File: config.mk
export PLATFORM = sky130hd
export DESIGN_NAME = ex_mem_skid_stage_flat
export DESIGN_NICKNAME = d
export VERILOG_FILES = /design/src/rtl/ex_mem_skid_stage_if.sv /design/src/rtl/ex_mem_skid_stage.sv /design/src/flat_wrapper.sv
export SDC_FILE = /design/constraint.sdc
export NUM_CORES = 1
export LEC_CHECK = 0
export BUFFER_PORTS_ARGS = -buffer_cell sky130_fd_sc_hd__buf_4
export CAP_MARGIN = 10
export CORE_MARGIN = 4
export CORE_UTILIZATION = 35
export CTS_CLUSTER_SIZE = 25
export DETAILED_ROUTE_END_ITERATION = 8
export SLEW_MARGIN = 20
export SYNTH_ARGS = -nofsm -noshare
export SYNTH_HDL_FRONTEND = slang
export SYNTH_SLANG_ARGS = --single-unit
File: constraint.sdc
create_clock -name clk -period 2.6 [get_ports clk]
set_input_delay 0.26 -clock clk [delete_from_list [all_inputs] [get_ports clk]]
set_output_delay 0.26 -clock clk [all_outputs]
set_load 0.005 [all_outputs]
File: src/rtl/ex_mem_skid_stage_if.sv
// Signal bundle between execute, the EX/MEM pipeline stage and the memory stage.
// The stage itself uses the slave modport. The execute/memory side uses master.
interface ex_mem_skid_stage_if #(
    parameter int SIZE = 32
);
    logic            flush;
    logic            ex_valid;
    logic            ex_ready;
    logic [SIZE-1:0] ex_alu_result;
    logic [SIZE-1:0] ex_store_data;
    logic [4:0]      ex_rd;
    logic            ex_mem_read;
    logic            ex_mem_write;
    logic            ex_reg_write;
    logic [2:0]      ex_funct3;

    logic            mem_valid;
    logic            mem_ready;
    logic [SIZE-1:0] mem_alu_result;
    logic [SIZE-1:0] mem_store_data;
    logic [4:0]      mem_rd;
    logic            mem_mem_read;
    logic            mem_mem_write;
    logic            mem_reg_write;
    logic [2:0]      mem_funct3;

    logic            fwd_a_valid;
    logic [4:0]      fwd_a_rd;
    logic [SIZE-1:0] fwd_a_data;
    logic            fwd_b_valid;
    logic [4:0]      fwd_b_rd;
    logic [SIZE-1:0] fwd_b_data;

    modport master (
        output flush, ex_valid, ex_alu_result, ex_store_data, ex_rd,
               ex_mem_read, ex_mem_write, ex_reg_write, ex_funct3, mem_ready,
        input  ex_ready, mem_valid, mem_alu_result, mem_store_data, mem_rd,
               mem_mem_read, mem_mem_write, mem_reg_write, mem_funct3,
               fwd_a_valid, fwd_a_rd, fwd_a_data, fwd_b_valid, fwd_b_rd, fwd_b_data
    );

    modport slave (
        input  flush, ex_valid, ex_alu_result, ex_store_data, ex_rd,
               ex_mem_read, ex_mem_write, ex_reg_write, ex_funct3, mem_ready,
        output ex_ready, mem_valid, mem_alu_result, mem_store_data, mem_rd,
               mem_mem_read, mem_mem_write, mem_reg_write, mem_funct3,
               fwd_a_valid, fwd_a_rd, fwd_a_data, fwd_b_valid, fwd_b_rd, fwd_b_data
    );
endinterface

File: src/rtl/ex_mem_skid_stage.sv
// EX/MEM pipeline register with a one-entry skid buffer; ex_ready depends on state only.
// Both held entries are exposed as operand-bypass sources for execute.
module ex_mem_skid_stage #(
    parameter int SIZE = 32
) (
    input  logic               clk,
    input  logic               reset,
    ex_mem_skid_stage_if.slave bus
);
    typedef struct packed {
        logic [SIZE-1:0] alu_result;
        logic [SIZE-1:0] store_data;
        logic [4:0]      rd;
        logic            mem_read;
        logic            mem_write;
        logic            reg_write;
        logic [2:0]      funct3;
    } entry_t;

    // Encoding keeps bit 0 = main valid and bit 1 = skid valid.
    typedef enum logic [1:0] {
        EMPTY = 2'b00,
        FULL  = 2'b01,
        SKID  = 2'b11
    } state_t;

    state_t r_state;
    entry_t r_main;
    entry_t r_skid;
    entry_t w_in;
    logic   w_main_valid;
    logic   w_skid_valid;
    logic   w_ex_ready;
    logic   w_accept;
    logic   w_drain;

    assign w_in = '{
        alu_result: bus.ex_alu_result,
        store_data: bus.ex_store_data,
        rd:         bus.ex_rd,
        mem_read:   bus.ex_mem_read,
        mem_write:  bus.ex_mem_write,
        reg_write:  bus.ex_reg_write,
        funct3:     bus.ex_funct3
    };

    assign w_main_valid = (r_state != EMPTY);
    assign w_skid_valid = (r_state == SKID);
    assign w_ex_ready   = reset && !w_skid_valid;
    assign w_accept     = bus.ex_valid && w_ex_ready && !bus.flush;
    assign w_drain      = w_main_valid && bus.mem_ready;

    // Flush drops the valid bits only; payload registers keep stale contents.
    always_ff @(posedge clk) begin
        if (!reset) begin
            r_state <= EMPTY;
            r_main  <= '0;
            r_skid  <= '0;
        end else if (bus.flush) begin
            r_state <= EMPTY;
        end else begin
            case (r_state)
                EMPTY: begin
                    if (w_accept) begin
                        r_main  <= w_in;
                        r_state <= FULL;
                    end
                end
                FULL: begin
                    if (w_accept && w_drain) begin
                        r_main <= w_in;
                    end else if (w_drain) begin
                        r_state <= EMPTY;
                    end else if (w_accept) begin
                        r_skid  <= w_in;
                        r_state <= SKID;
                    end
                end
                SKID: begin
                    if (w_drain) begin
                        r_main  <= r_skid;
                        r_state <= FULL;
                    end
                end
                default: r_state <= EMPTY;
            endcase
        end
    end

    assign bus.ex_ready       = w_ex_ready;
    assign bus.mem_valid      = w_main_valid;
    assign bus.mem_alu_result = r_main.alu_result;
    assign bus.mem_store_data = r_main.store_data;
    assign bus.mem_rd         = r_main.rd;
    assign bus.mem_mem_read   = r_main.mem_read;
    assign bus.mem_mem_write  = r_main.mem_write;
    assign bus.mem_reg_write  = r_main.reg_write;
    assign bus.mem_funct3     = r_main.funct3;

    // Loads carry an address in alu_result, so they are never bypass sources.
    assign bus.fwd_a_valid = w_main_valid && r_main.reg_write && !r_main.mem_read
                             && (r_main.rd != 5'd0);
    assign bus.fwd_a_rd    = r_main.rd;
    assign bus.fwd_a_data  = r_main.alu_result;
    assign bus.fwd_b_valid = w_skid_valid && r_skid.reg_write && !r_skid.mem_read
                             && (r_skid.rd != 5'd0);
    assign bus.fwd_b_rd    = r_skid.rd;
    assign bus.fwd_b_data  = r_skid.alu_result;
endmodule

File: src/flat_wrapper.sv
// flat-port wrapper written by rule: the top's interface ports become plain ports
module ex_mem_skid_stage_flat 
#(
    parameter int SIZE = 32
)
  (clk, reset, bus_flush, bus_ex_valid, bus_ex_alu_result, bus_ex_store_data, bus_ex_rd, bus_ex_mem_read, bus_ex_mem_write, bus_ex_reg_write, bus_ex_funct3, bus_mem_ready, bus_ex_ready, bus_mem_valid, bus_mem_alu_result, bus_mem_store_data, bus_mem_rd, bus_mem_mem_read, bus_mem_mem_write, bus_mem_reg_write, bus_mem_funct3, bus_fwd_a_valid, bus_fwd_a_rd, bus_fwd_a_data, bus_fwd_b_valid, bus_fwd_b_rd, bus_fwd_b_data);
  ex_mem_skid_stage_if #(.SIZE(SIZE)) bus_i ();
  input  logic clk;
  input  logic reset;
  input wire logic [$bits(bus_i.flush)-1:0] bus_flush;
  input wire logic [$bits(bus_i.ex_valid)-1:0] bus_ex_valid;
  input wire logic [$bits(bus_i.ex_alu_result)-1:0] bus_ex_alu_result;
  input wire logic [$bits(bus_i.ex_store_data)-1:0] bus_ex_store_data;
  input wire logic [$bits(bus_i.ex_rd)-1:0] bus_ex_rd;
  input wire logic [$bits(bus_i.ex_mem_read)-1:0] bus_ex_mem_read;
  input wire logic [$bits(bus_i.ex_mem_write)-1:0] bus_ex_mem_write;
  input wire logic [$bits(bus_i.ex_reg_write)-1:0] bus_ex_reg_write;
  input wire logic [$bits(bus_i.ex_funct3)-1:0] bus_ex_funct3;
  input wire logic [$bits(bus_i.mem_ready)-1:0] bus_mem_ready;
  output wire logic [$bits(bus_i.ex_ready)-1:0] bus_ex_ready;
  output wire logic [$bits(bus_i.mem_valid)-1:0] bus_mem_valid;
  output wire logic [$bits(bus_i.mem_alu_result)-1:0] bus_mem_alu_result;
  output wire logic [$bits(bus_i.mem_store_data)-1:0] bus_mem_store_data;
  output wire logic [$bits(bus_i.mem_rd)-1:0] bus_mem_rd;
  output wire logic [$bits(bus_i.mem_mem_read)-1:0] bus_mem_mem_read;
  output wire logic [$bits(bus_i.mem_mem_write)-1:0] bus_mem_mem_write;
  output wire logic [$bits(bus_i.mem_reg_write)-1:0] bus_mem_reg_write;
  output wire logic [$bits(bus_i.mem_funct3)-1:0] bus_mem_funct3;
  output wire logic [$bits(bus_i.fwd_a_valid)-1:0] bus_fwd_a_valid;
  output wire logic [$bits(bus_i.fwd_a_rd)-1:0] bus_fwd_a_rd;
  output wire logic [$bits(bus_i.fwd_a_data)-1:0] bus_fwd_a_data;
  output wire logic [$bits(bus_i.fwd_b_valid)-1:0] bus_fwd_b_valid;
  output wire logic [$bits(bus_i.fwd_b_rd)-1:0] bus_fwd_b_rd;
  output wire logic [$bits(bus_i.fwd_b_data)-1:0] bus_fwd_b_data;
  assign bus_i.flush = bus_flush;
  assign bus_i.ex_valid = bus_ex_valid;
  assign bus_i.ex_alu_result = bus_ex_alu_result;
  assign bus_i.ex_store_data = bus_ex_store_data;
  assign bus_i.ex_rd = bus_ex_rd;
  assign bus_i.ex_mem_read = bus_ex_mem_read;
  assign bus_i.ex_mem_write = bus_ex_mem_write;
  assign bus_i.ex_reg_write = bus_ex_reg_write;
  assign bus_i.ex_funct3 = bus_ex_funct3;
  assign bus_i.mem_ready = bus_mem_ready;
  assign bus_ex_ready = bus_i.ex_ready;
  assign bus_mem_valid = bus_i.mem_valid;
  assign bus_mem_alu_result = bus_i.mem_alu_result;
  assign bus_mem_store_data = bus_i.mem_store_data;
  assign bus_mem_rd = bus_i.mem_rd;
  assign bus_mem_mem_read = bus_i.mem_mem_read;
  assign bus_mem_mem_write = bus_i.mem_mem_write;
  assign bus_mem_reg_write = bus_i.mem_reg_write;
  assign bus_mem_funct3 = bus_i.mem_funct3;
  assign bus_fwd_a_valid = bus_i.fwd_a_valid;
  assign bus_fwd_a_rd = bus_i.fwd_a_rd;
  assign bus_fwd_a_data = bus_i.fwd_a_data;
  assign bus_fwd_b_valid = bus_i.fwd_b_valid;
  assign bus_fwd_b_rd = bus_i.fwd_b_rd;
  assign bus_fwd_b_data = bus_i.fwd_b_data;
  ex_mem_skid_stage #(.SIZE(SIZE)) u_core (.clk(clk), .reset(reset), .bus(bus_i));
endmodule
==> summary.md <==
| Metric | Value |
|---|---|
| Synth Flop Type | `dfxtp_1` |
| CTS tree | `built` |
| Fmax | `420.8 MHz` |
| Cts-stage hold buffer count | `0` |
| Crit path kind | `reg -> out` |
| Final hold violation count | `0` |
| Critical Path Max Stage Delay | `440 ps` |
| Row Count | `52` |
| CP max-delay cell | `buf_4` |
| Crit path launch type | `flip-flop` |
| Warnings, synthesis | `0` |
| Final WL | `19.96 mm` |
| Maximum number of pins on one net before global-route repair | `76` |
| Number of port buffers | `232` |
| Post-synth top area share | `42.43%` |
| Placed instance count | `1158` |
| Top-count cell post-synth | `nand2_1` |
| Setup tns final | `0 ps` |
| Syn Inst Count | `781` |
| Reg2reg setup slack | `420 ps` |
| Initial antenna violation count | `0` |
| Layout Nets | `between 900 and 1000` |
| Fin. max-slew vios | `0` |
| VDD IR-drop max | `~0.41 mV` |
| Worst Slack Setup Final | `between 200 and 250 ps` |
| Total die area | `roughly 23000 sq um` |
| Register area share after synthesis | `42.43%` |
| Synth Cell Area | `between 7000 and 8000 sq um` |
| Final setup fails | `0` |
| Routed wire length per instance | `16.77 um` |
| Worst skew pair latency | `420 ps` |
| Post-Place Setup Slack | `~450 ps` |
| Synth Register Bits | `~150` |
| Congestion Overflow GR | `0` |
| Critical Path RT | `approximately 2300 ps` |
| Worst setup EP type | `output port` |
| Layout Skew | `12.30 ps` |
| RSZ-0062 raised after global routing | `no` |
| DIE WIDTH | `about 150 um` |
| Clock-pin slew on the worst setup and hold paths | `70 ps` |
| P&R area growth vs syn | `28.59%` |
| Area contributors post-synth | `dfxtp_1 42%, nand2_1 12%, o221a_1 12%` |
| P_leak | `3.663 nW` |
| Synth Net Count | `between 800 and 900` |
| Number of max-cap violations | `0` |
| Max FO, Critical Path | `28` |
| Area of the core | `roughly 20000 sq um` |
| Final period utilization | `91.40%` |
| WP buf/inv | `2` |
| Initial core utilization | `between 30% and 40%` |
| Number of synthesized flops with an enable pin | `0` |
| Routed vias/inst | `4.888` |
| Clock sink total | `between 150 and 200` |
| Tmin final | `2376 ps` |
| Die height | `151.1 um` |
| Layout Cells excl Fill | `1190` |
| Fillers | `~2000` |
| Commonest cells post-synth | `227 x nand2_1, 152 x dfxtp_1, 76 x mux2i_1` |
| I/O pin total | `233` |
| Drc violations | `0` |
| Num CTS Buffers | `17` |
| Gr usage total | `16.75%` |
| Worst path most repeated cell | `buf_4` |
| Area leader, netlist | `dfxtp_1` |
| CP top delay family | `buffers and inverters` |
| FFs w/ async S/R, synth | `0%` |
| Layout cell share with drive strength beyond 1 | `30.54%` |
| Slew HR | `a little over half` |
| Pwr Density | `641.8 nW/um^2` |
| H-tree levels | `4` |
| Final ANT Viol Nets | `0` |
| Hold Path Class | `in -> reg` |
| Vias | `between 5000 and 6000` |
| Cell variety after synth | `30` |
| DRT iter0 DRCs | `193` |
| Diodes inserted | `0` |
| CTS Root Cell | `clkbuf_16` |
| Fin util | `45.73%` |
| Status | `complete, no violations` |
| Post-CTS Setup Inserts | `0` |
| Vias in the first global route | `5458` |
| Crit path cell chain | `ha_4 -> buf_4 -> nand2_1 -> a211oi_1 -> buf_4` |
| Final GP Congestion | `0.7551` |
| Mean Syn Cell Area | `about 9.2 sq um` |
| Bufs on Longest Clock Path | `2` |
| Critical Path AT | `~2100 ps` |
| Post-CTS sizing | `0` |
| DR pass1 iterations | `4` |
| First-pass GRT wire length | `30.07 mm` |
| DPL Wire Length | `13.27 mm` |
| Worst-Margin Slew | `roughly 700 ps` |
## registers in the layout, summed over array words and instances (netlist names)
signal	cells
u_core.r_state	2
u_core.bus.mem_mem_read	1
u_core.bus.mem_reg_write	1
u_core.bus.fwd_a_rd	5
u_core.bus.mem_funct3	3
u_core.bus.fwd_b_data	32
u_core.r_skid	38
u_core.bus.fwd_a_data	32
u_core.bus.mem_mem_write	1
u_core.bus.fwd_b_rd	5
u_core.bus.mem_store_data	32
## worst reg2reg max path, stage by stage, from the launching register on
cell and delay (ps):
dfxtp_1 420, inv_1 120, ha_1 290, nor2b_1 250
o31a_1 250, o21a_2 190, buf_4 350, o221a_1 250
## cells by family after synthesis
group,after synthesis,synth area share (%)
compound gates,157,20.29
fa+ha+maj,5,0.8723
buf+inv,144,12.23
flops,152,42.43
mux,76,10.61
simple gates,247,13.57
## layout make-up
type,instances,area [sq um],area share [%]
flip-flops and latches,152,3043,32.99
multi-input cells,485,3291,35.68
repair buffers,247,1892,20.51
clock inverters,10,190.2,2.062
well taps,270,337.8,3.663
inverters,4,15.01,0.1628
clock buffers,22,454.2,4.925
## power by group
group | total (mW) | switching, mW | internal [mW]
registers | 2.50 | 0.0798 | 2.42
clock network | 2.73 | 0.992 | 1.74
logic | 0.683 | 0.305 | 0.378
total | 5.92 | 1.38 | 4.54
## per-layer routing
metal	up-vias	part of all wire, %	GRT usage (%)
met4	0	1.5	5.394
li1	2876	-	-
met2	173	47	27.10
met1	2753	45	21.69
met3	15	6.7	4.608
met5	-	0	0
## stage by stage
| stage | hold slack (ps) | area, sq um | power (mW) |
|---|---|---|---|
| after floorplan | 394.8 | 7172 | 2.898 |
| after CTS | 66.92 | 9223 | 5.997 |
| after global placement | 439.4 | 8578 | 3.244 |
| final | 82.17 | 9223 | 5.919 |
| after global routing | 75.76 | 9223 | 6.144 |
| after detailed placement | 444.9 | 8578 | 3.247 |
## placed cells by master, fill, tap and decap left out, types with 2 or more instances in the layout
cell type	n
buf_4	244
nand2_1	227
dfxtp_1	152
mux2i_1	76
o221a_1	75
a21boi_1	75
clkbuf_16	17
bufinv_16	5
nor2_1	4
ha_1	4
clkbuf_1	4
inv_1	3
nor2b_1	3
inv_6	3
buf_12	3
nand2b_1	2
nor2_4	2
## final timing paths
check | from | to | cells past startpoint
setup / recovery | u_core.r_state[1] | bus_fwd_b_valid | 5
hold / removal | bus_ex_store_data[21] | u_core.r_skid[32] | 3
setup reg to reg | u_core.r_state[0] | u_core.bus.fwd_a_rd[1] | 7
hold reg to reg | u_core.r_skid[38] | u_core.r_skid[38] | 2
Power figures use the tool's default switching activity.
